===== src/rtl/pc_select_fsm.sv =====
// Multicycle FETCH/EXEC/TRAP control for the PC-select mux, with interrupt sync/latch and CSR strobes.
// Optional: define ILLEGAL_OP_TRAP_EN to trap on unsupported opcodes.
module pc_select_fsm #(
    parameter int INTR_SYNC_STAGES = 2
) (
    input  logic        CLK,
    input  logic        RST,
    input  logic [31:0] ir,
    input  logic        br_eq,
    input  logic        br_lt,
    input  logic        br_ltu,
    input  logic        intr,
    input  logic        csr_mie,
    output logic [2:0]  pcSource,
    output logic        pc_write,
    output logic        mem_rden1,
    output logic        mepc_we,
    output logic        mie_clr,
    output logic        mie_set,
    output logic        trap_busy
);

    typedef enum logic [1:0] {FETCH, EXEC, TRAP} state_t;

    localparam logic [6:0] OP_LUI    = 7'b0110111;
    localparam logic [6:0] OP_AUIPC  = 7'b0010111;
    localparam logic [6:0] OP_JAL    = 7'b1101111;
    localparam logic [6:0] OP_JALR   = 7'b1100111;
    localparam logic [6:0] OP_BRANCH = 7'b1100011;
    localparam logic [6:0] OP_LOAD   = 7'b0000011;
    localparam logic [6:0] OP_STORE  = 7'b0100011;
    localparam logic [6:0] OP_IMM    = 7'b0010011;
    localparam logic [6:0] OP_OP     = 7'b0110011;
    localparam logic [6:0] OP_SYSTEM = 7'b1110011;

    state_t state, state_next;

    logic [INTR_SYNC_STAGES-1:0] intr_sync;
    logic intr_prev, intr_edge;
    logic pending, pending_clr;
    logic trap_ill, trap_ill_next;

    logic [6:0] opcode;
    logic [2:0] funct3;
    logic       br_taken, is_mret, illegal;

    assign opcode = ir[6:0];
    assign funct3 = ir[14:12];
    assign is_mret = (opcode == OP_SYSTEM) && (funct3 == 3'b000) && (ir[31:20] == 12'h302);

    logic unused_ir;
    assign unused_ir = ^{ir[19:15], ir[11:7]};

    always_comb begin
        br_taken = 1'b0;
        case (funct3)
            3'b000:  br_taken = br_eq;
            3'b001:  br_taken = !br_eq;
            3'b100:  br_taken = br_lt;
            3'b101:  br_taken = !br_lt;
            3'b110:  br_taken = br_ltu;
            3'b111:  br_taken = !br_ltu;
            default: br_taken = 1'b0;
        endcase
    end

`ifdef ILLEGAL_OP_TRAP_EN
    always_comb begin
        illegal = 1'b1;
        case (opcode)
            OP_LUI, OP_AUIPC, OP_JAL, OP_JALR, OP_LOAD,
            OP_STORE, OP_IMM, OP_OP, OP_SYSTEM: illegal = 1'b0;
            OP_BRANCH: illegal = (funct3[2:1] == 2'b01);
            default:   illegal = 1'b1;
        endcase
    end
`else
    assign illegal = 1'b0;
`endif

    // The edge flop watches the last synchroniser stage so a held level yields one pulse.
    always_ff @(posedge CLK or posedge RST) begin
        if (RST) begin
            intr_sync <= '0;
            intr_prev <= 1'b0;
        end else begin
            intr_sync <= {intr_sync[INTR_SYNC_STAGES-2:0], intr};
            intr_prev <= intr_sync[INTR_SYNC_STAGES-1];
        end
    end

    assign intr_edge = intr_sync[INTR_SYNC_STAGES-1] & ~intr_prev;

    always_ff @(posedge CLK or posedge RST) begin
        if (RST) begin
            state    <= FETCH;
            pending  <= 1'b0;
            trap_ill <= 1'b0;
        end else begin
            state    <= state_next;
            pending  <= intr_edge | (pending & ~pending_clr);
            trap_ill <= trap_ill_next;
        end
    end

    always_comb begin
        state_next    = state;
        trap_ill_next = trap_ill;
        pending_clr   = 1'b0;
        pcSource      = 3'd0;
        pc_write      = 1'b0;
        mem_rden1     = 1'b0;
        mepc_we       = 1'b0;
        mie_clr       = 1'b0;
        mie_set       = 1'b0;
        trap_busy     = 1'b0;
        case (state)
            FETCH: begin
                mem_rden1  = 1'b1;
                state_next = EXEC;
            end
            EXEC: begin
                pc_write = 1'b1;
                case (opcode)
                    OP_JAL:    pcSource = 3'd3;
                    OP_JALR:   pcSource = 3'd1;
                    OP_BRANCH: pcSource = br_taken ? 3'd2 : 3'd0;
                    OP_SYSTEM: begin
                        if (is_mret) begin
                            pcSource = 3'd5;
                            mie_set  = 1'b1;
                        end
                    end
                    default:   pcSource = 3'd0;
                endcase
                if (illegal) begin
                    pcSource      = 3'd0;
                    mie_set       = 1'b0;
                    state_next    = TRAP;
                    trap_ill_next = 1'b1;
                end else if (pending && csr_mie) begin
                    state_next    = TRAP;
                    trap_ill_next = 1'b0;
                end else begin
                    state_next    = FETCH;
                end
            end
            TRAP: begin
                pcSource    = 3'd4;
                pc_write    = 1'b1;
                mepc_we     = 1'b1;
                mie_clr     = 1'b1;
                trap_busy   = 1'b1;
                // An illegal-opcode trap leaves a latched interrupt for the next EXEC.
                pending_clr = !trap_ill;
                state_next  = FETCH;
            end
            default: state_next = FETCH;
        endcase
        if (RST) begin
            pcSource  = 3'd0;
            pc_write  = 1'b0;
            mem_rden1 = 1'b0;
            mepc_we   = 1'b0;
            mie_clr   = 1'b0;
            mie_set   = 1'b0;
            trap_busy = 1'b0;
        end
    end

endmodule


===== config.mk =====
export PLATFORM = sky130hd
export DESIGN_NAME = pc_select_fsm
export DESIGN_NICKNAME = d
export VERILOG_FILES = /design/src/rtl/pc_select_fsm.sv
export SDC_FILE = /design/constraint.sdc
export NUM_CORES = 1
export LEC_CHECK = 0
export ABC_AREA = 1
export CAP_MARGIN = 40
export CORE_AREA = 2 2 49 51
export DETAILED_ROUTE_END_ITERATION = 6
export DIE_AREA = 0 0 51 53
export MAX_ROUTING_LAYER = met4
export PLACE_DENSITY_LB_ADDON = 0.12
export SLEW_MARGIN = 20
export SYNTH_ARGS = -nofsm -noshare
export SYNTH_HDL_FRONTEND = slang
export SYNTH_SLANG_ARGS = --single-unit

===== constraint.sdc =====
create_clock -name CLK -period 1.03 [get_ports CLK]
set_input_delay 0.1545 -clock CLK [delete_from_list [all_inputs] [get_ports CLK]]
set_output_delay 0.1545 -clock CLK [all_outputs]
set_load 0.02 [all_outputs]

==> results.yml <==
sta:
  finalHoldViolCount: 0
  worst_pin_slew_ps: 191
  finalSetupViolCount: 11
  relSlewSlack_pct: 87.2
  post-route-min-period_ps: 1550
  rsz0062_at_grt: "yes"
  post-route-period-util_pct: 150
  drv_slew: 0
  layout_setup_ws_ps: -517
  fmax_mhz: 647
  fin_skew_ps: 4.44
synth:
  syn_avg_cell_area_um2: 6.38
  netlist_area_um2: 574
  ys_seq_area_share_pct: 26.1
  synth.area.top_cells: "dfrtp_1, inv_1, nand2_1"
  synth_most_common_cell: "inv_1"
  ys_dominant_reg_cell: "dfrtp_1"
  syn_nets: 132
  synth_top_area_share_pct: 26.1
  post-synth-top-area-cell: "dfrtp_1"
  ys_ff_latch: 6
  yosysWarnings: 0
  synth_edf_count: 0
  synthTopCellsByCount: "inv_1, nand2_1, nor2_1, nand3_1, dfrtp_1"
  synthDistinctLibCells: 19
  syn-instance-count: 90
  synthArstFlopShare_pct: 100
critical_path:
  critPathLaunchType: "register"
  end_kind: "output pin"
  crit_type: "register to output pin"
  crit_chain: "inv_2 > ha_4 > nand2_4 > inv_4 > nand3_4 > a21oi_4 > buf_6"
  arrival_ps: 1390
  max_stage_delay_ps: 350
  crit_fanout: 2
  cp_slowest_cell: "dfrtp_1"
  required_ps: 880
drt:
  drcViolationCount: 0
  wl_per_cell_um: 9.68
  drtAntennaViolNets: 0
  drt_iter0_markers: 4
  drt-vias-per-instance: 4.21
  wirelength_mm: 1.69
  num_vias: 733
  drt_pass1_iterations: 4
clocking:
  cts_made_buffers: 3
  clkLatencyLatePin_ps: 240
  htreeDepth: 1
  root_buffer: "clkbuf_4"
  clk_pin_slew_ps: 50
  cts.path.max_buffers: 2
  cts_tree: "done"
  cts_sinks: 6
power_and_ir_drop:
  powerDensity_nw_per_um2: 1320
  power_mw: 1.65
  ir_drop_uv: 1240
  leakage_nw: 0.603
die:
  io_pins: 48
  fp-row-count: 17
  initial_core_util_pct: 26.7
  dieArea_um2: 2700
  fp.dieH_um: 53
  core-area_um2: 2150
  die_x_um: 51
worst_hold_path:
  hold_class: "input port to async pin"
layout:
  drive_gt1_share_pct: 45.2
  nFillCells: 207
  nNetsFinal: 190
  syn_to_final_growth_pct: 118
  n_antenna_cell: 0
  final_cells: 174
flow_run:
  maxCapViolCount: 0
place:
  dp.cells: 164
  post-dp-hpwl_mm: 1.26
  place_congestion: 0.728
  io_buffer_count: 37
global_route:
  grt_max_degree: 7
  grt-ovfl-total: 0
  grt_pass1_wl_mm: 2.84
  grtUsageTotal_pct: 14.3
  grt_pass1_vias: 725
  antenna_found_initial: 0
run_status:
  outcome: "complete, but fails checks"
  failed_checks: "negative setup slack"
flip-flops by register name (all words and copies together), names as in the netlist:
name and count:
pending 1, intr_sync 2, intr_prev 1, state 2
routing by layer:
| metal | GRT usage, % | vias up | part of all wire (%) |
|---|---|---|---|
| met5 | - | - | 0 |
| met1 | 15.0 | 325 | 41 |
| met3 | 2.26 | 2 | 4.9 |
| li1 | - | 390 | - |
| met4 | 5.41 | 0 | 0.59 |
| met2 | 27.1 | 16 | 54 |
power breakdown:
group | switching [mW] | internal [mW]
logic | 0.502 | 0.625
clock network | 0.0800 | 0.131
registers | 0.0254 | 0.291
total | 0.607 | 1.05
cell type report:
class / instances / area (µm²) / share of cell area (%)
Clock buffer: 3 / 22.5 / 1.80
Inverter: 25 / 101 / 8.09
Multi-Input combinational cell: 57 / 435 / 34.8
Sequential cell: 6 / 150 / 12.0
Tap cell: 28 / 35.0 / 2.80
Timing Repair Buffer: 55 / 508 / 40.6
logic make-up (layout without fill, tap and decap cells):
logic type	count (synthesis)	in the layout	share of synthesized area (%)
simple gates	49	49	41.0
compound gates	5	5	7.19
flops	6	6	26.1
fa+ha+maj	3	3	6.54
buf+inv	27	83	19.2
stage by stage:
stage	setup slack [ps]	hold WS [ps]	util (%)	TNS, ps	instance area (µm²)
finish	-517	331	58.3	-4140	1250
global route	-588	345	58.3	-4820	1250
CTS	-516	333	56.8	-3880	1220
detailed placement	-1030	340	50.7	-7210	1090
global placement	-1010	337	50.7	-7070	1090
floorplan	-214	-30.6	-	-735	624
critical path, delay by kind of cell, from the launching register on:
kind / cells / cell delay [ps]
and+or+nand+nor: 2 / 130
adders and majority gates: 1 / 270
AOI/OAI and AO/OA: 1 / 140
DFF: 1 / 350
buffers and inverters: 3 / 260
final timing paths:
kind                              start            to  slack (ps)  cells after the start
setup / recovery               state[0]   pcSource[0]        -520                      7
hold / removal                      RST       pending         330                      3
setup reg to reg               state[0]       pending         -70                      6
hold reg to reg            intr_sync[0]  intr_sync[1]         350                      0
min in group CLK           intr_sync[0]  intr_sync[1]         350                      0
max in group asynchronous           RST  intr_sync[0]         580                      3
what timing repair did:
action,4_1_cts,5_1_grt
pin swaps,20,1
endpoints found under the setup margin,11,11
buffers inserted,5,3
hold buffers,0,0
resized for setup,86,6
cells in the final DEF, fill, tap and decap left out:
master and count:
dlygate4sd2_1 15, clkinv_4 1, nor2_2 4, nand4_1 2, dfrtp_1 6, nand3_4 2, nand2_1 15, nor2_1 6
inv_4 1, clkbuf_4 3, o21ai_4 1, inv_2 8, or2_2 1, a21oi_4 2, nor3_2 1, buf_4 16
a21oi_2 1, buf_6 11, dlymetal6s2s_1 1, nand3_1 6, o22ai_2 1, ha_2 1, nand2_4 1, nor2_4 2
clkdlybuf4s50_1 12, inv_1 15, nand3_2 4, ha_4 2, nand2_2 3, nor3_1 2
(Power assumes the default switching activity.)
